--- config.mk ---
export PLATFORM = sky130hd
export DESIGN_NAME = i2s_rx_master_flat
export DESIGN_NICKNAME = d
export VERILOG_FILES = /design/src/rtl/i2s_rx_master_if.sv /design/src/rtl/i2s_rx_master.sv /design/src/flat_wrapper.sv
export SDC_FILE = /design/constraint.sdc
export NUM_CORES = 1
export LEC_CHECK = 0
export BUFFER_PORTS_ARGS = -buffer_cell sky130_fd_sc_hd__buf_4
export CAP_MARGIN = 20
export CORE_UTILIZATION = 60
export CTS_CLUSTER_SIZE = 25
export DETAILED_ROUTE_END_ITERATION = 10
export PLACE_DENSITY_LB_ADDON = 0.12
export SLEW_MARGIN = 15
export SYNTH_ARGS = -nofsm -noshare
export SYNTH_HDL_FRONTEND = slang
export SYNTH_SLANG_ARGS = --single-unit
--- constraint.sdc ---
create_clock -name clk_i -period 3.3 [get_ports clk_i]
set_clock_uncertainty 0.05 [all_clocks]
set_input_delay 0.165 -clock clk_i [delete_from_list [all_inputs] [get_ports clk_i]]
set_output_delay 0.165 -clock clk_i [all_outputs]
set_load 0.03 [all_outputs]
--- src/rtl/i2s_rx_master_if.sv ---
// i2s_rx_master_if: I2S pins (sck/ws/sd), channel select and PCM sample output
// of the I2S master receiver.
interface i2s_rx_master_if #(
  parameter int OUT_BITS = 8
);
  logic                sck;
  logic                ws;
  logic                sd;
  logic                sel_right;
  logic [OUT_BITS-1:0] sample;
  logic                sample_valid;

  modport master (
    output sck,
    output ws,
    output sample,
    output sample_valid,
    input  sd,
    input  sel_right
  );

  modport slave (
    input  sck,
    input  ws,
    input  sample,
    input  sample_valid,
    output sd,
    output sel_right
  );
endinterface

--- src/rtl/i2s_rx_master.sv ---
// i2s_rx_master: I2S master receiver; generates sck/ws, captures one slot, strobes a truncated PCM word.
// Optional macro I2S_RX_DC_BLOCK_EN inserts a DC-removal stage (one extra clk of latency).
module i2s_rx_master #(
  parameter int CLK_DIV       = 4,
  parameter int SAMPLE_BITS   = 24,
  parameter int OUT_BITS      = 8,
  parameter int OFFSET_BINARY = 1,
  parameter int DC_SHIFT      = 10
) (
  input  logic            clk_i,
  input  logic            rst_i,
  i2s_rx_master_if.master i2s_if
);
  localparam int              DW     = $clog2(CLK_DIV);
  localparam logic [DW-1:0]   DIV_TC = DW'(CLK_DIV - 1);
  localparam logic [4:0]      LAST_S = 5'(SAMPLE_BITS);

  logic [DW-1:0]          div_cnt_q, div_cnt_d;
  logic                   sck_q, sck_d;
  logic                   ws_q, ws_d;
  logic [5:0]             bitcnt_q, bitcnt_d;
  logic                   sd_meta_q, sd_s_q;
  logic                   cap_sel_q, cap_sel_d;
  logic [SAMPLE_BITS-1:0] shift_q, shift_d, word_x;
  logic [OUT_BITS-1:0]    sample_q, sample_d;
  logic                   valid_q, valid_d;

  logic                   tc;
  logic                   fall_evt;
  logic [4:0]             slot_idx;
  logic                   in_win;
  logic                   cap_last;

  function automatic logic [OUT_BITS-1:0] to_pcm(input logic [SAMPLE_BITS-1:0] w);
    logic [OUT_BITS-1:0] p;
    p             = w[SAMPLE_BITS-1 -: OUT_BITS];
    p[OUT_BITS-1] = p[OUT_BITS-1] ^ (OFFSET_BINARY != 0);
    return p;
  endfunction

  always_comb begin
    tc        = (div_cnt_q == DIV_TC);
    fall_evt  = tc && sck_q;
    div_cnt_d = tc ? '0 : div_cnt_q + DW'(1);
    sck_d     = tc ? ~sck_q : sck_q;
    bitcnt_d  = fall_evt ? bitcnt_q + 6'd1 : bitcnt_q;
    ws_d      = bitcnt_d[5];
    slot_idx  = bitcnt_q[4:0];

    // Channel choice is latched only when a new slot begins, so a mid-slot change never splits a sample.
    cap_sel_d = (fall_evt && (bitcnt_d[4:0] == 5'd0)) ? i2s_if.sel_right : cap_sel_q;

    in_win   = fall_evt && (bitcnt_q[5] == cap_sel_q) &&
               (slot_idx != 5'd0) && (slot_idx <= LAST_S);
    cap_last = in_win && (slot_idx == LAST_S);
    word_x   = (shift_q << 1) | SAMPLE_BITS'(sd_s_q);
    shift_d  = in_win ? word_x : shift_q;
  end

  always_ff @(posedge clk_i) begin
    if (rst_i) begin
      div_cnt_q <= '0;
      sck_q     <= 1'b0;
      ws_q      <= 1'b0;
      bitcnt_q  <= '0;
      sd_meta_q <= 1'b0;
      sd_s_q    <= 1'b0;
      cap_sel_q <= i2s_if.sel_right;
      shift_q   <= '0;
      sample_q  <= '0;
      valid_q   <= 1'b0;
    end else begin
      div_cnt_q <= div_cnt_d;
      sck_q     <= sck_d;
      ws_q      <= ws_d;
      bitcnt_q  <= bitcnt_d;
      sd_meta_q <= i2s_if.sd;
      sd_s_q    <= sd_meta_q;
      cap_sel_q <= cap_sel_d;
      shift_q   <= shift_d;
      sample_q  <= sample_d;
      valid_q   <= valid_d;
    end
  end

`ifdef I2S_RX_DC_BLOCK_EN
  localparam int                AW    = SAMPLE_BITS + DC_SHIFT;
  localparam logic signed [AW:0] Y_MAX = {{(AW-SAMPLE_BITS+2){1'b0}}, {(SAMPLE_BITS-1){1'b1}}};
  localparam logic signed [AW:0] Y_MIN = ~Y_MAX;

  logic signed [AW-1:0]   acc_q, acc_d, acc_fb;
  logic signed [AW:0]     x_ext, y_full;
  logic [SAMPLE_BITS-1:0] y_sat, y_q;
  logic                   y_vld_q;

  // y = x - acc/2^DC_SHIFT; the accumulator tracks the unsaturated y so the estimate never stalls.
  always_comb begin
    acc_fb = acc_q >>> DC_SHIFT;
    x_ext  = {{(AW+1-SAMPLE_BITS){word_x[SAMPLE_BITS-1]}}, word_x};
    y_full = x_ext - {acc_fb[AW-1], acc_fb};
    if (y_full > Y_MAX) begin
      y_sat = Y_MAX[SAMPLE_BITS-1:0];
    end else if (y_full < Y_MIN) begin
      y_sat = Y_MIN[SAMPLE_BITS-1:0];
    end else begin
      y_sat = y_full[SAMPLE_BITS-1:0];
    end
    acc_d    = cap_last ? acc_q + y_full[AW-1:0] : acc_q;
    sample_d = y_vld_q ? to_pcm(y_q) : sample_q;
    valid_d  = y_vld_q;
  end

  always_ff @(posedge clk_i) begin
    if (rst_i) begin
      acc_q   <= '0;
      y_q     <= '0;
      y_vld_q <= 1'b0;
    end else begin
      acc_q   <= acc_d;
      y_vld_q <= cap_last;
      if (cap_last) begin
        y_q <= y_sat;
      end
    end
  end
`else
  always_comb begin
    sample_d = cap_last ? to_pcm(word_x) : sample_q;
    valid_d  = cap_last;
  end
`endif

  assign i2s_if.sck          = sck_q;
  assign i2s_if.ws           = ws_q;
  assign i2s_if.sample       = sample_q;
  assign i2s_if.sample_valid = valid_q;
endmodule

--- src/flat_wrapper.sv ---
// flat-port wrapper written by rule: the top's interface ports become plain ports
module i2s_rx_master_flat 
#(
  parameter int CLK_DIV       = 4,
  parameter int SAMPLE_BITS   = 24,
  parameter int OUT_BITS      = 8,
  parameter int OFFSET_BINARY = 1,
  parameter int DC_SHIFT      = 10
)
  (clk_i, rst_i, i2s_if_sck, i2s_if_ws, i2s_if_sample, i2s_if_sample_valid, i2s_if_sd, i2s_if_sel_right);
  i2s_rx_master_if #(.OUT_BITS(OUT_BITS)) i2s_if_i ();
  input  logic clk_i;
  input  logic rst_i;
  output wire logic [$bits(i2s_if_i.sck)-1:0] i2s_if_sck;
  output wire logic [$bits(i2s_if_i.ws)-1:0] i2s_if_ws;
  output wire logic [$bits(i2s_if_i.sample)-1:0] i2s_if_sample;
  output wire logic [$bits(i2s_if_i.sample_valid)-1:0] i2s_if_sample_valid;
  input wire logic [$bits(i2s_if_i.sd)-1:0] i2s_if_sd;
  input wire logic [$bits(i2s_if_i.sel_right)-1:0] i2s_if_sel_right;
  assign i2s_if_sck = i2s_if_i.sck;
  assign i2s_if_ws = i2s_if_i.ws;
  assign i2s_if_sample = i2s_if_i.sample;
  assign i2s_if_sample_valid = i2s_if_i.sample_valid;
  assign i2s_if_i.sd = i2s_if_sd;
  assign i2s_if_i.sel_right = i2s_if_sel_right;
  i2s_rx_master #(.CLK_DIV(CLK_DIV), .SAMPLE_BITS(SAMPLE_BITS), .OUT_BITS(OUT_BITS), .OFFSET_BINARY(OFFSET_BINARY), .DC_SHIFT(DC_SHIFT)) u_core (.clk_i(clk_i), .rst_i(rst_i), .i2s_if(i2s_if_i));
endmodule
==> key figures <==
Run status
  – Outcome: completed

Floorplanning
  – Chip height: 55.4 µm
  – Core Footprint: 2730 µm²
  – Die ar.: 3070 µm²
  – Die W: 55.4 µm
  – # IOs: 15
  – Rows: 19
  – Initial Utilization: 0.626

Worst setup path
  – Critical Path AT: 2.42 ns
  – Crit path launch type: register
  – Critical path class: reg2reg
  – Reg2reg setup slack: 1.05 ns
  – Data required, critical path: 3.47 ns
  – CP max FO: 18
  – CP endpoint kind: register

Synthesis
  – Post-synth top area share: 0.503
  – Synth area leaders: dfxtp_1, mux2i_1, nor2_1, xor2_1, ha_1
  – Post-synth cell types: 29
  – Synth Cell Area: 1710 µm²
  – Syn_nets: 170
  – Register bit total from synthesis: 44
  – Dominant cell type by area after synthesis: dfxtp_1
  – Seq/Total Area, Yosys: 0.520
  – Yosys warnings: 0
  – Post-Synthesis Cells: 163
  – Avg Cell Area, Syn: 10.5 µm²

Timing
  – Setup TNS: 0 ns
  – Minimum clock period: 2.25 ns
  – Final Hold Viols: 0
  – Final setup fails: 0
  – Relative slew slack: 0.584
  – RSZ-0062 raised after global routing: no
  – Max frequency: 445 MHz
  – Max Slew Vio Count: 0
  – Worst-margin pin slew: 0.624 ns
  – Crit share post-route: 0.681

CTS
  – Clk sinks: 44
  – Skew-Pair Late Insertion Delay: 0.34 ns
  – CTS Buffer Depth: 2
  – Clk slew on worst S/H paths: 0.12 ns
  – TritonCTS buffer count: 5
  – # H-tree levels: 2
  – CTS tree: done
  – Root Driver: clkbuf_4
  – Post-CTS Resized: 0

Run
  – Max Cap Viol: 0

Finish
  – Multi-input combinational cell area: 753 µm²
  – P&R area growth vs syn: 11.8%
  – Final Util: 0.700
  – Antenna cells: 0
  – Fillers: 219
  – Share of cells above drive strength 1: 0.158
  – Sequential Area: 891 µm²
  – Final net count: 185

Route
  – Iteration count of the initial detailed-routing pass: 4
  – ANT nets after route: 0
  – First DRT Iteration DRCs: 55
  – Residual DRC: 0
  – Routed WL per cell: 12.8 µm
  – Via count: 1,123
  – Total wire length: 2.67 mm
  – Routed vias/inst: 5.40

Power
  – Comb pwr share: 0.032
  – Pint: 0.000671 W
  – Clock power share: 0.327
  – Pwr/cell area: 442 nW/µm²
  – P_leak: 0.696 nW
  – NetSw: 0.000175 W
  – Net Sw Frac: 0.207
  – Worst vdd ir: 0.373 mV
  – Flop pwr share: 0.641

Global route
  – Grt total ovfl: 0
  – First-pass GRT wire length: 4.74 mm
  – Initial antenna violation count: 0
  – Total GRT Usage: 0.198
  – Largest net degree at the start of global routing: 44
  – Number of global-route vias before repair: 1,119

Worst hold path
  – Worst min path class: in2reg

Place
  – Final HPWL from detailed placement: 1.82 mm
  – IO buf count: 14
  – GPL Wtd Cong: 0.775
-- synth_stat cells --
cell type	number
edfxtp_1	1
xor2_1	5
nor3b_1	1
a2111oi_4	1
buf_2	2
dfxtp_1	43
xnor2_1	3
buf_6	2
clkbuf_1	5
a22oi_1	1
nor2_1	37
nor2b_1	2
and2_4	1
and4_2	1
o41ai_1	1
o21ai_0	1
and3_1	1
a21oi_1	2
buf_4	1
nor4b_1	2
and2_1	1
inv_1	4
or3_2	1
nand2_1	3
nand3_1	4
ha_1	3
mux2i_1	31
nand2b_4	1
nor3_1	2
-- cell families after synthesis --
kind of cell	Yosys count	synth area share
xor gates and xnor gates	8	0.0409
and+or+nand+nor	57	0.158
DFF	44	0.520
buffers and inverters	14	0.0431
adders and majority gates	3	0.0219
muxes	31	0.181
AOI/OAI and AO/OA	6	0.0344
-- per-layer routing --
layer,up-vias,track usage,wire [µm],part of all wire
li1,572,-,-,-
met1,535,0.241,1280,0.48
met2,11,0.322,1280,0.48
met3,5,0.0539,71,0.027
met4,0,0.104,41,0.015
met5,-,0,0,0
-- power groups by stage --
stage	Clock [W]	Combinational, W	Sequential [W]
global placement	0	0.0000246	0.000554
global route	0.000300	0.0000299	0.000544
floorplan	0	0.0000171	0.000556
CTS	0.000284	0.0000272	0.000543
finish	0.000277	0.0000268	0.000543
detailed placement	0	0.0000252	0.000555
-- path summary, 6_finish.rpt --
check | startpoint | end | depth (start not counted)
worst max register to register | u_core.bitcnt_q[1] | u_core.shift_q[6] | 7
worst min register to register | u_core.div_cnt_q[0] | u_core.div_cnt_q[0] | 1
worst min-delay path | rst_i | u_core.bitcnt_q[2] | 2
worst max-delay path | u_core.bitcnt_q[1] | u_core.shift_q[6] | 7
-- stage by stage --
stage / power [W] / worst slack [ns] / hold WS, ns / instance area (µm²) / cells
after global routing: 0.000874 / 0.890 / 0.197 / 1910 / 208
after detailed placement: 0.000580 / 1.06 / 0.295 / 1830 / 200
after global placement: 0.000579 / 1.11 / 0.294 / 1830 / 200
after CTS: 0.000854 / 1.04 / 0.173 / 1910 / 208
final: 0.000846 / 1.05 / 0.178 / 1910 / 208
after floorplan: 0.000573 / 1.37 / 0.214 / 1710 / 163
-- cell type report --
class	count	area share
clock buffers	6	0.0327
multi-input cells	105	0.394
inverters	4	0.00785
repair buffers	18	0.0798
flip-flops and latches	44	0.466
well taps	31	0.0203
-- registers in the layout, indices dropped and copies added, names as in the netlist --
signal / cells
u_core.shift_q: 23
u_core.i2s_if.sample: 8
u_core.bitcnt_q: 6
u_core.div_cnt_q: 2
u_core.cap_sel_q: 1
u_core.i2s_if.sample_valid: 1
u_core.i2s_if.sck: 1
u_core.sd_meta_q: 1
u_core.sd_s_q: 1
-- critical path, stage by stage, from the launching register on --
cell,delay (ns)
dfxtp_1,0.43
inv_1,0.09
ha_1,0.22
nor4b_1,0.18
a2111oi_4,0.63
buf_12,0.26
mux2i_1,0.21
nor2_1,0.06
-- cell usage in the layout (no fill, tap or decap) --
cell type	netlist	final
clkbuf_16	0	1
or3_2	1	1
xnor2_1	3	3
mux2i_1	31	31
nand2b_4	1	1
nand3_1	4	4
xor2_1	5	5
dfxtp_1	43	43
a21oi_1	2	2
a2111oi_4	1	1
clkbuf_4	0	5
dlygate4sd3_1	0	2
nor3b_1	1	1
buf_12	0	1
inv_1	4	4
nor4b_2	0	1
nor4b_1	2	1
nor3_1	2	2
ha_1	3	3
nand2_1	3	3
and3_1	1	1
o21ai_0	1	1
and2_4	1	1
buf_4	1	15
a22oi_1	1	1
and2_1	1	1
edfxtp_1	1	1
and4_2	1	1
nor2_1	37	37
nor2b_1	2	2
o41ai_1	1	1
-- what timing repair did --
action / in CTS / in global routing
hold buffers: 2 / 0
endpoints found under the setup margin: 0 / 0
hold endpoints to repair: 2 / 0
buffers inserted: 0 / 0
Power figures use the tool's default switching activity.
